===== config.mk =====
export PLATFORM = sky130hd
export DESIGN_NAME = dmem_arbiter_flat
export DESIGN_NICKNAME = d
export VERILOG_FILES = /design/src/rtl/dmem_arb_pkg.sv /design/src/rtl/dmem_arbiter_if.sv /design/src/rtl/dmem_rr_arbiter.sv /design/src/rtl/dmem_arbiter.sv /design/src/flat_wrapper.sv
export SDC_FILE = /design/constraint.sdc
export NUM_CORES = 1
export LEC_CHECK = 0
export ABC_AREA = 1
export CAP_MARGIN = 20
export CORE_UTILIZATION = 38
export CTS_CLUSTER_DIAMETER = 40
export CTS_CLUSTER_SIZE = 14
export DETAILED_ROUTE_END_ITERATION = 6
export HOLD_SLACK_MARGIN = 0.08
export PLACE_DENSITY = 0.85
export RECOVER_POWER = 100
export SYNTH_ARGS = -nofsm -noshare
export SYNTH_HDL_FRONTEND = slang
export SYNTH_HIERARCHICAL = 1
export SYNTH_SLANG_ARGS = --single-unit

===== constraint.sdc =====
create_clock -name clk -period 2.5 [get_ports clk]
set_input_delay 0.25 -clock clk [delete_from_list [all_inputs] [get_ports clk]]
set_output_delay 0.25 -clock clk [all_outputs]
set_load 0.02 [all_outputs]

===== src/rtl/dmem_arb_pkg.sv =====
// Shared types, access-size codes and alignment helper for the data-memory arbiter.
package dmem_arb_pkg;

  localparam int DM_ADDRESS_DEF = 9;
  localparam int DATA_W_DEF     = 32;

  typedef enum logic [1:0] {
    IDLE  = 2'd0,
    ISSUE = 2'd1,
    RESP  = 2'd2
  } state_t;

  typedef logic port_id_t;

  localparam logic [2:0] F3_B  = 3'b000;
  localparam logic [2:0] F3_H  = 3'b001;
  localparam logic [2:0] F3_W  = 3'b010;
  localparam logic [2:0] F3_BU = 3'b100;
  localparam logic [2:0] F3_HU = 3'b101;

  // Unknown size codes are treated as word accesses.
  function automatic logic is_misaligned(input logic [2:0] funct3, input logic [1:0] addr_lo);
    logic mis;
    case (funct3)
      F3_B, F3_BU: mis = 1'b0;
      F3_H, F3_HU: mis = addr_lo[0];
      default:     mis = |addr_lo;
    endcase
    return mis;
  endfunction

endpackage


===== src/rtl/dmem_arbiter_if.sv =====
// Bundle of both request ports plus the datamemory-side signals of the arbiter.
interface dmem_arbiter_if #(
  parameter int DM_ADDRESS = 9,
  parameter int DATA_W     = 32
) ();

  logic                  p0_valid;
  logic                  p0_ready;
  logic                  p0_we;
  logic [DM_ADDRESS-1:0] p0_addr;
  logic [DATA_W-1:0]     p0_wdata;
  logic [2:0]            p0_funct3;
  logic                  p0_rvalid;
  logic [DATA_W-1:0]     p0_rdata;
  logic                  p0_err;

  logic                  p1_valid;
  logic                  p1_ready;
  logic                  p1_we;
  logic [DM_ADDRESS-1:0] p1_addr;
  logic [DATA_W-1:0]     p1_wdata;
  logic [2:0]            p1_funct3;
  logic                  p1_rvalid;
  logic [DATA_W-1:0]     p1_rdata;
  logic                  p1_err;

  logic                  MemRead;
  logic                  MemWrite;
  logic [DM_ADDRESS-1:0] mem_a;
  logic [DATA_W-1:0]     mem_wd;
  logic [2:0]            mem_funct3;
  logic [DATA_W-1:0]     mem_rd;
  logic                  busy;

  modport slave (
    input  p0_valid, p0_we, p0_addr, p0_wdata, p0_funct3,
    input  p1_valid, p1_we, p1_addr, p1_wdata, p1_funct3,
    input  mem_rd,
    output p0_ready, p0_rvalid, p0_rdata, p0_err,
    output p1_ready, p1_rvalid, p1_rdata, p1_err,
    output MemRead, MemWrite, mem_a, mem_wd, mem_funct3, busy
  );

  modport master (
    output p0_valid, p0_we, p0_addr, p0_wdata, p0_funct3,
    output p1_valid, p1_we, p1_addr, p1_wdata, p1_funct3,
    output mem_rd,
    input  p0_ready, p0_rvalid, p0_rdata, p0_err,
    input  p1_ready, p1_rvalid, p1_rdata, p1_err,
    input  MemRead, MemWrite, mem_a, mem_wd, mem_funct3, busy
  );

endinterface


===== src/rtl/dmem_rr_arbiter.sv =====
// Two-way round-robin picker; only last_grant is stateful.
module dmem_rr_arbiter
  import dmem_arb_pkg::*;
(
  input  logic       clk,
  input  logic       reset,
  input  logic [1:0] valid,
  input  logic       en,
  output logic [1:0] grant
);

  port_id_t last_grant;

  // On a tie the port that did not win last time is picked.
  always_comb begin
    grant = 2'b00;
    case (valid)
      2'b01:   grant = 2'b01;
      2'b10:   grant = 2'b10;
      2'b11:   grant = last_grant ? 2'b01 : 2'b10;
      default: grant = 2'b00;
    endcase
  end

  // Reset value 1 lets port 0 win the first tie.
  always_ff @(posedge clk or posedge reset) begin
    if (reset) begin
      last_grant <= 1'b1;
    end else if (en && (|grant)) begin
      last_grant <= grant[1];
    end
  end

endmodule


===== src/rtl/dmem_arbiter.sv =====
// Shares the datamemory between two requesters: round-robin grant, IDLE/ISSUE/RESP sequencing.
module dmem_arbiter
  import dmem_arb_pkg::*;
#(
  parameter int DM_ADDRESS = DM_ADDRESS_DEF,
  parameter int DATA_W     = DATA_W_DEF
) (
  input logic           clk,
  input logic           reset,
  dmem_arbiter_if.slave bus
);

  state_t state;
  state_t next_state;

  logic [1:0]            grant;
  logic                  accept;
  logic                  sel_we;
  logic [DM_ADDRESS-1:0] sel_addr;
  logic [DATA_W-1:0]     sel_wdata;
  logic [2:0]            sel_funct3;
  logic                  sel_mis;

  logic                  we_q;
  logic [DM_ADDRESS-1:0] addr_q;
  logic [DATA_W-1:0]     wdata_q;
  logic [2:0]            funct3_q;
  port_id_t              port_q;
  logic                  err_q;
  logic [DATA_W-1:0]     rdata_q;

  dmem_rr_arbiter u_rr (
    .clk   (clk),
    .reset (reset),
    .valid ({bus.p1_valid, bus.p0_valid}),
    .en    (accept),
    .grant (grant)
  );

  // Ready is gated by reset so every output reads 0 while reset is held.
  assign accept     = (state == IDLE) && !reset && (|grant);
  assign sel_we     = grant[1] ? bus.p1_we     : bus.p0_we;
  assign sel_addr   = grant[1] ? bus.p1_addr   : bus.p0_addr;
  assign sel_wdata  = grant[1] ? bus.p1_wdata  : bus.p0_wdata;
  assign sel_funct3 = grant[1] ? bus.p1_funct3 : bus.p0_funct3;
  assign sel_mis    = is_misaligned(sel_funct3, sel_addr[1:0]);

  always_ff @(posedge clk or posedge reset) begin
    if (reset) begin
      state <= IDLE;
    end else begin
      state <= next_state;
    end
  end

  always_comb begin
    next_state = state;
    case (state)
      IDLE: begin
        if (accept) begin
          next_state = sel_mis ? RESP : ISSUE;
        end
      end
      ISSUE:   next_state = RESP;
      RESP:    next_state = IDLE;
      default: next_state = IDLE;
    endcase
  end

  // Misaligned requests clear rdata_q at accept and go straight to RESP.
  always_ff @(posedge clk or posedge reset) begin
    if (reset) begin
      we_q     <= 1'b0;
      addr_q   <= '0;
      wdata_q  <= '0;
      funct3_q <= 3'b000;
      port_q   <= 1'b0;
      err_q    <= 1'b0;
      rdata_q  <= '0;
    end else if (accept) begin
      we_q     <= sel_we;
      addr_q   <= sel_addr;
      wdata_q  <= sel_wdata;
      funct3_q <= sel_funct3;
      port_q   <= grant[1];
      err_q    <= sel_mis;
      rdata_q  <= '0;
    end else if (state == ISSUE) begin
      rdata_q  <= we_q ? '0 : bus.mem_rd;
    end
  end

  assign bus.p0_ready   = accept && grant[0];
  assign bus.p1_ready   = accept && grant[1];

  assign bus.MemRead    = (state == ISSUE) && !we_q;
  assign bus.MemWrite   = (state == ISSUE) && we_q;
  assign bus.mem_a      = addr_q;
  assign bus.mem_wd     = wdata_q;
  assign bus.mem_funct3 = funct3_q;
  assign bus.busy       = (state != IDLE);

  assign bus.p0_rvalid  = (state == RESP) && (port_q == 1'b0);
  assign bus.p1_rvalid  = (state == RESP) && (port_q == 1'b1);
  assign bus.p0_rdata   = bus.p0_rvalid ? rdata_q : '0;
  assign bus.p1_rdata   = bus.p1_rvalid ? rdata_q : '0;
  assign bus.p0_err     = bus.p0_rvalid && err_q;
  assign bus.p1_err     = bus.p1_rvalid && err_q;

endmodule


===== src/flat_wrapper.sv =====
// flat-port wrapper written by rule: the top's interface ports become plain ports
module dmem_arbiter_flat import dmem_arb_pkg::*;
#(
  parameter int DM_ADDRESS = DM_ADDRESS_DEF,
  parameter int DATA_W     = DATA_W_DEF
)
  (clk, reset, bus_p0_valid, bus_p0_we, bus_p0_addr, bus_p0_wdata, bus_p0_funct3, bus_p1_valid, bus_p1_we, bus_p1_addr, bus_p1_wdata, bus_p1_funct3, bus_mem_rd, bus_p0_ready, bus_p0_rvalid, bus_p0_rdata, bus_p0_err, bus_p1_ready, bus_p1_rvalid, bus_p1_rdata, bus_p1_err, bus_MemRead, bus_MemWrite, bus_mem_a, bus_mem_wd, bus_mem_funct3, bus_busy);
  dmem_arbiter_if #(.DM_ADDRESS(DM_ADDRESS), .DATA_W(DATA_W)) bus_i ();
  input logic clk;
  input logic reset;
  input wire logic [$bits(bus_i.p0_valid)-1:0] bus_p0_valid;
  input wire logic [$bits(bus_i.p0_we)-1:0] bus_p0_we;
  input wire logic [$bits(bus_i.p0_addr)-1:0] bus_p0_addr;
  input wire logic [$bits(bus_i.p0_wdata)-1:0] bus_p0_wdata;
  input wire logic [$bits(bus_i.p0_funct3)-1:0] bus_p0_funct3;
  input wire logic [$bits(bus_i.p1_valid)-1:0] bus_p1_valid;
  input wire logic [$bits(bus_i.p1_we)-1:0] bus_p1_we;
  input wire logic [$bits(bus_i.p1_addr)-1:0] bus_p1_addr;
  input wire logic [$bits(bus_i.p1_wdata)-1:0] bus_p1_wdata;
  input wire logic [$bits(bus_i.p1_funct3)-1:0] bus_p1_funct3;
  input wire logic [$bits(bus_i.mem_rd)-1:0] bus_mem_rd;
  output wire logic [$bits(bus_i.p0_ready)-1:0] bus_p0_ready;
  output wire logic [$bits(bus_i.p0_rvalid)-1:0] bus_p0_rvalid;
  output wire logic [$bits(bus_i.p0_rdata)-1:0] bus_p0_rdata;
  output wire logic [$bits(bus_i.p0_err)-1:0] bus_p0_err;
  output wire logic [$bits(bus_i.p1_ready)-1:0] bus_p1_ready;
  output wire logic [$bits(bus_i.p1_rvalid)-1:0] bus_p1_rvalid;
  output wire logic [$bits(bus_i.p1_rdata)-1:0] bus_p1_rdata;
  output wire logic [$bits(bus_i.p1_err)-1:0] bus_p1_err;
  output wire logic [$bits(bus_i.MemRead)-1:0] bus_MemRead;
  output wire logic [$bits(bus_i.MemWrite)-1:0] bus_MemWrite;
  output wire logic [$bits(bus_i.mem_a)-1:0] bus_mem_a;
  output wire logic [$bits(bus_i.mem_wd)-1:0] bus_mem_wd;
  output wire logic [$bits(bus_i.mem_funct3)-1:0] bus_mem_funct3;
  output wire logic [$bits(bus_i.busy)-1:0] bus_busy;
  assign bus_i.p0_valid = bus_p0_valid;
  assign bus_i.p0_we = bus_p0_we;
  assign bus_i.p0_addr = bus_p0_addr;
  assign bus_i.p0_wdata = bus_p0_wdata;
  assign bus_i.p0_funct3 = bus_p0_funct3;
  assign bus_i.p1_valid = bus_p1_valid;
  assign bus_i.p1_we = bus_p1_we;
  assign bus_i.p1_addr = bus_p1_addr;
  assign bus_i.p1_wdata = bus_p1_wdata;
  assign bus_i.p1_funct3 = bus_p1_funct3;
  assign bus_i.mem_rd = bus_mem_rd;
  assign bus_p0_ready = bus_i.p0_ready;
  assign bus_p0_rvalid = bus_i.p0_rvalid;
  assign bus_p0_rdata = bus_i.p0_rdata;
  assign bus_p0_err = bus_i.p0_err;
  assign bus_p1_ready = bus_i.p1_ready;
  assign bus_p1_rvalid = bus_i.p1_rvalid;
  assign bus_p1_rdata = bus_i.p1_rdata;
  assign bus_p1_err = bus_i.p1_err;
  assign bus_MemRead = bus_i.MemRead;
  assign bus_MemWrite = bus_i.MemWrite;
  assign bus_mem_a = bus_i.mem_a;
  assign bus_mem_wd = bus_i.mem_wd;
  assign bus_mem_funct3 = bus_i.mem_funct3;
  assign bus_busy = bus_i.busy;
  dmem_arbiter #(.DM_ADDRESS(DM_ADDRESS), .DATA_W(DATA_W)) u_core (.clk(clk), .reset(reset), .bus(bus_i));
endmodule

# Word-level counts from Yosys, hierarchy flattened
# Index checks and enable logic that the tools add are counted.
# totals
wordCells	55
out_inout_bits	117
register_bits	82
# op_classes
n_eq_ne	9
muxes	15
bitwise	1
reduce_logical	21
# ops
op	n
two-way mux 32 bit	6
logical AND 1 bit	11
two-way mux 9 bit	1
OR reduction 2 bit	4
equality test 2 bit (second input constant)	3
equality test 3 bit (second input constant)	2
two-way mux 2 bit	3
case mux 2 bit (3 select lines)	1
equality test 2 x 1 -> 1 bit (second input constant)	2
case mux 2 bit (2 select lines)	1
nonzero test 2 bit	2
equality test 3 x 1 -> 1 bit (second input constant)	1
logical NOT 3 bit	1
two-way mux 3 bit	1
logical NOT 1 bit	2
logical NOT 2 bit	1
!= test 2 x 1 -> 1 bit (second input constant)	1
case mux 1 bit (2 select lines)	1
two-way mux 1 bit	1
inverter 1 bit	1

# Depth between registers and ports, before layout
# Gate-level depths: netlist of the first run.
# logic_depth
ltp_word	9
mapped_depth	10

# Modules after synthesis
# The synthesis of the first run kept the hierarchy.
# modules_own_cells
mod	n_inst	cells_per_inst	area_each_um2
dmem_arbiter	1	575	3982.6
dmem_rr_arbiter	1	9	65.1

# Least setup slack after synthesis of the first run
# Ideal clock, no wire load.
# synth_path
path_kind	register to output
startpoint	register u_core.state[0]
endpoint	output bus_p0_rdata[10]
path_buffers	1
stages_incl_launch_ff	5
required_time_ns	2.250
arrival_time_ns	1.649
path_slack_ns	0.601
path_cell_list	dfrtp_1 nor3_1 inv_1 buf_2 nor2_1
# synth_via
elab_chain_cells	3
# synth_lines
element	line_no	rtl
from (decl)	dmem_arbiter.sv:13	state_t state;
from (signal assigned)	dmem_arbiter.sv:52	state <= next_state;
equality test 2 bit	dmem_arbiter.sv:103	assign bus.p0_rvalid = (state == RESP) && (port_q == 1'b0);
logical AND 1 bit	dmem_arbiter.sv:103	
named net bus_p0_rvalid	flat_wrapper.sv:23	output wire logic [$bits(bus_i.p0_rvalid)-1:0] bus_p0_rvalid;
two-way mux 32 bit	dmem_arbiter.sv:105	assign bus.p0_rdata = bus.p0_rvalid ? rdata_q : '0;
to (decl)	flat_wrapper.sv:24	output wire logic [$bits(bus_i.p0_rdata)-1:0] bus_p0_rdata;
# The timed path passes the listed nets, and every way through them passes these cells.

# Worst setup path after layout of the first run
# layout_path
startpoint	register u_core.u_rr.last_grant
endpoint	output bus_p0_ready
# layout_via
elab_chain_cells	5
# layout_lines
element	line_no	rtl
from (decl)	dmem_rr_arbiter.sv:12	port_id_t last_grant;
from (signal assigned)	dmem_rr_arbiter.sv:30	last_grant <= grant[1];
two-way mux 2 bit *	dmem_rr_arbiter.sv:20	2'b11: grant = last_grant ? 2'b01 : 2'b10;
case mux 2 bit (3 select lines) *	dmem_rr_arbiter.sv:17	case (valid)
named net u_core.grant[0]	dmem_arbiter.sv:16	logic [1:0] grant;
OR reduction 2 bit	dmem_arbiter.sv:41	assign accept = (state == IDLE) && !reset && (|grant);
logical AND 1 bit	dmem_arbiter.sv:41	
logical AND 1 bit *	dmem_arbiter.sv:93	assign bus.p0_ready = accept && grant[0];
to (decl)	flat_wrapper.sv:22	output wire logic [$bits(bus_i.p0_ready)-1:0] bus_p0_ready;
# Mark *: on every way through the listed nets, which the timed path passes. The rest lies on a longest branch.

==> results of run 1 <==
## through the flow
| step | cell area [um2] | setup slack, ps |
|---|---|---|
| 2_1_floorplan | 4050 | 170 |
| 3_3_place_gp | 6610 | 252 |
| 3_5_place_dp | 6610 | 164 |
| 4_1_cts | 6800 | 32.5 |
| 5_1_grt | 6700 | 9.63 |
| 6_report | 6700 | 113 |
## layout by cell type, fill, tap and decap left out
cell,n
o21ai_1,1
inv_1,47
o21ai_0,38
dfstp_2,1
dfrtp_1,81
a21oi_1,1
clkbuf_1,11
nand2_1,303
nor2_2,1
inv_2,1
nor3_1,1
buf_12,2
a21boi_1,1
nand2_2,1
nand3_1,2
buf_4,5
clkinv_1,1
nor3_2,1
nor2_1,70
a21boi_0,1
dlygate4sd3_1,50
clkdlybuf4s50_1,181
clkbuf_8,12
clkbuf_4,1
clkinvlp_2,1
clkinvlp_4,2
clkbuf_2,2
clkinv_2,2
## how the worst min path moves through the flow
stage,from,to
finish,reset,u_core/u_rr/last_grant
global route,reset,u_core/u_rr/last_grant
CTS,reset,u_core/u_rr/last_grant
detailed placement,u_core/bus.mem_a[7],u_core/bus.mem_a[7]
global placement,u_core/bus.mem_wd[8],u_core/bus.mem_wd[8]
floorplan,reset,u_core/u_rr/last_grant
## report_power, final
part | switching (mW) | leakage [nW] | internal (mW) | total (mW)
Sequential | 0.248 | 1.06 | 1.88 | 2.13
Clock | 0.455 | 0.0944 | 0.439 | 0.894
Combinational | 1.68 | 2.07 | 1.12 | 2.80
Total | 2.39 | 3.22 | 3.44 | 5.83
## cells by family (layout without fill, tap and decap cells)
group	Yosys count	after routing	synth area share
DFF	82	82	0.507
and+or+nand+nor	379	379	0.354
buffers and inverters	81	318	0.0856
AOI/OAI and AO/OA	42	42	0.0532
## cell type report
cell class,count,area (um2),share of cell area
clock buffer,12,165,0.0246
clock inverter,4,25.0,0.00373
multi-input combinational,421,1650,0.247
sequential,82,2050,0.306
inverter,50,189,0.0282
tap,136,170,0.0254
timing repair buffer,252,2450,0.365
## worst max-delay path, cell delays in order, from the launching register on
cell             delay, ps
dfstp_2                560
inv_1                   60
a21boi_1               180
nor2_1                  80
nor2_1                 140
nand2_2                 90
nor2_1                 100
clkdlybuf4s50_1        610
## metal layers
| layer | part of all wire | vias to the layer above | routed length (um) | track usage |
|---|---|---|---|---|
| met5 | 0 | - | 0 | 0 |
| met4 | 0.023 | 0 | 284 | 0.0835 |
| met3 | 0.076 | 25 | 956 | 0.0536 |
| met2 | 0.50 | 214 | 6190 | 0.406 |
| met1 | 0.41 | 2065 | 5070 | 0.279 |
| li1 | - | 2199 | - | - |
## sequential cells by signal, summed over array words and instances, names as in the netlist
name                    count
u_core/state                2
u_core/we_q                 1
u_core/rdata_q             32
u_core/bus.mem_funct3       3
u_core/port_q               1
u_core/err_q                1
u_core/bus.mem_wd          32
u_core/u_rr/last_grant      1
u_core/bus.mem_a            9
==> metrics, run 1 <==
IO Count=around 240; Critical Setup Path Class=reg2out; total track usage=0.233; fin cells=roughly 960; post-synthesis net count=710; prevailing post-synth register cell=dfrtp_1; clock sink count=between 80 and 90; Clock Skew=just over 8 ps; average wire per standard cell=13.1 um; Die X=between 100 and 150 um; setup TNS=0 ps; Cells after Synth=approximately 600; maximum vdd drop=0.497 mV; Slew @ Worst Pin=1080 ps; # fillers=about 830; RSZ-0062 raised after global routing=false; GPL Wtd Cong=approximately 0.9; Synth Register Bits=between 80 and 90; Post-synth EDFFs=0; DP HPWL=between 9 and 10 mm; CP Data Arrival Time=2140 ps; 1st-iter DRT viols=~280; endpoint class of the critical path=primary output; Power Total=5.83 mW; Yosys warnings=6; Routed WL=12.5 mm; largest net degree at the start of global routing=82; vias=~4500; area grow syn2layout=65.6%; # diodes=0; Num CTS Buffers=9; Worst EP required=around 2300 ps; CP Capture Point=bus_p0_ready; P_leak=3.22 nW; drt pass-1 iters=4; count leader, synth=nand2_1; final setup vio count=0; Synth async-reset ratio=1.00; htree depth=3; root buffer cell=clkbuf_8; synth unique cells=19; worst-path fanout max=3; Die H=about 110 um; upper clock frequency limit=around 420 MHz; initial antenna violation count=0; period utilization=0.955; Clock transition at path regs=around 70 ps; setup slack, reg-to-reg=240 ps; Buffers on Ports=approximately 240; status=complete, no violations; clk buf depth=2; post-synth top area cell=dfrtp_1; Max Slew Vio Count=0; final hold slack=approximately 430 ps; Hold Vio Cnt, Final=0; syn_area_per_cell=6.93 um2; FP Rows=37; CTS tree=yes; Post CTS Setup Buffer Count=0; Inst Count DP=941; Reg-to-Reg End=u_core/err_q; sequential share of the synthesized area=0.507; Routed Antenna Nets=0; crit path from=u_core/u_rr/last_grant; R2R cell count=9; Clk Latency, worst-skew pair=roughly 340 ps; Startpoint Class=register; GR Overflow Total=0; Hold Path Class=in2async; nets@finish=942; Power Dens Cells=roughly 870 nW/um2; DIE AREA=roughly 11000 um2; Vias/cell=4.71; commonest cells in the netlist=nand2_1, dfrtp_1, nor2_1; share of cells above drive strength 1=0.0390; final core occ=0.649; Core Box Area=just over 10000 um2; vias in the first global route=4288; top cells by area, synth=dfrtp_1, nand2_1, nor2_1; hold buffers post-CTS=0; Mapped Area=about 4000 um2; initial core utilization=0.392; DRC errors left=0; Tmin final=2390 ps; r2r startpoint=u_core/u_rr/last_grant; Synth top area share=0.501; first-pass GRT wire length=20.3 mm; slew margin rel.=0.280; cts repair resizes=0; Max Cap Violations=0
No activity file was read; power rests on OpenSTA's default activity.
==> run 2: changes to the inputs <==
SLEW_MARGIN = 10   (was unset)
==> results of run 2 <==
No change in the layout: final DEF, timing and power equal those of run 1.
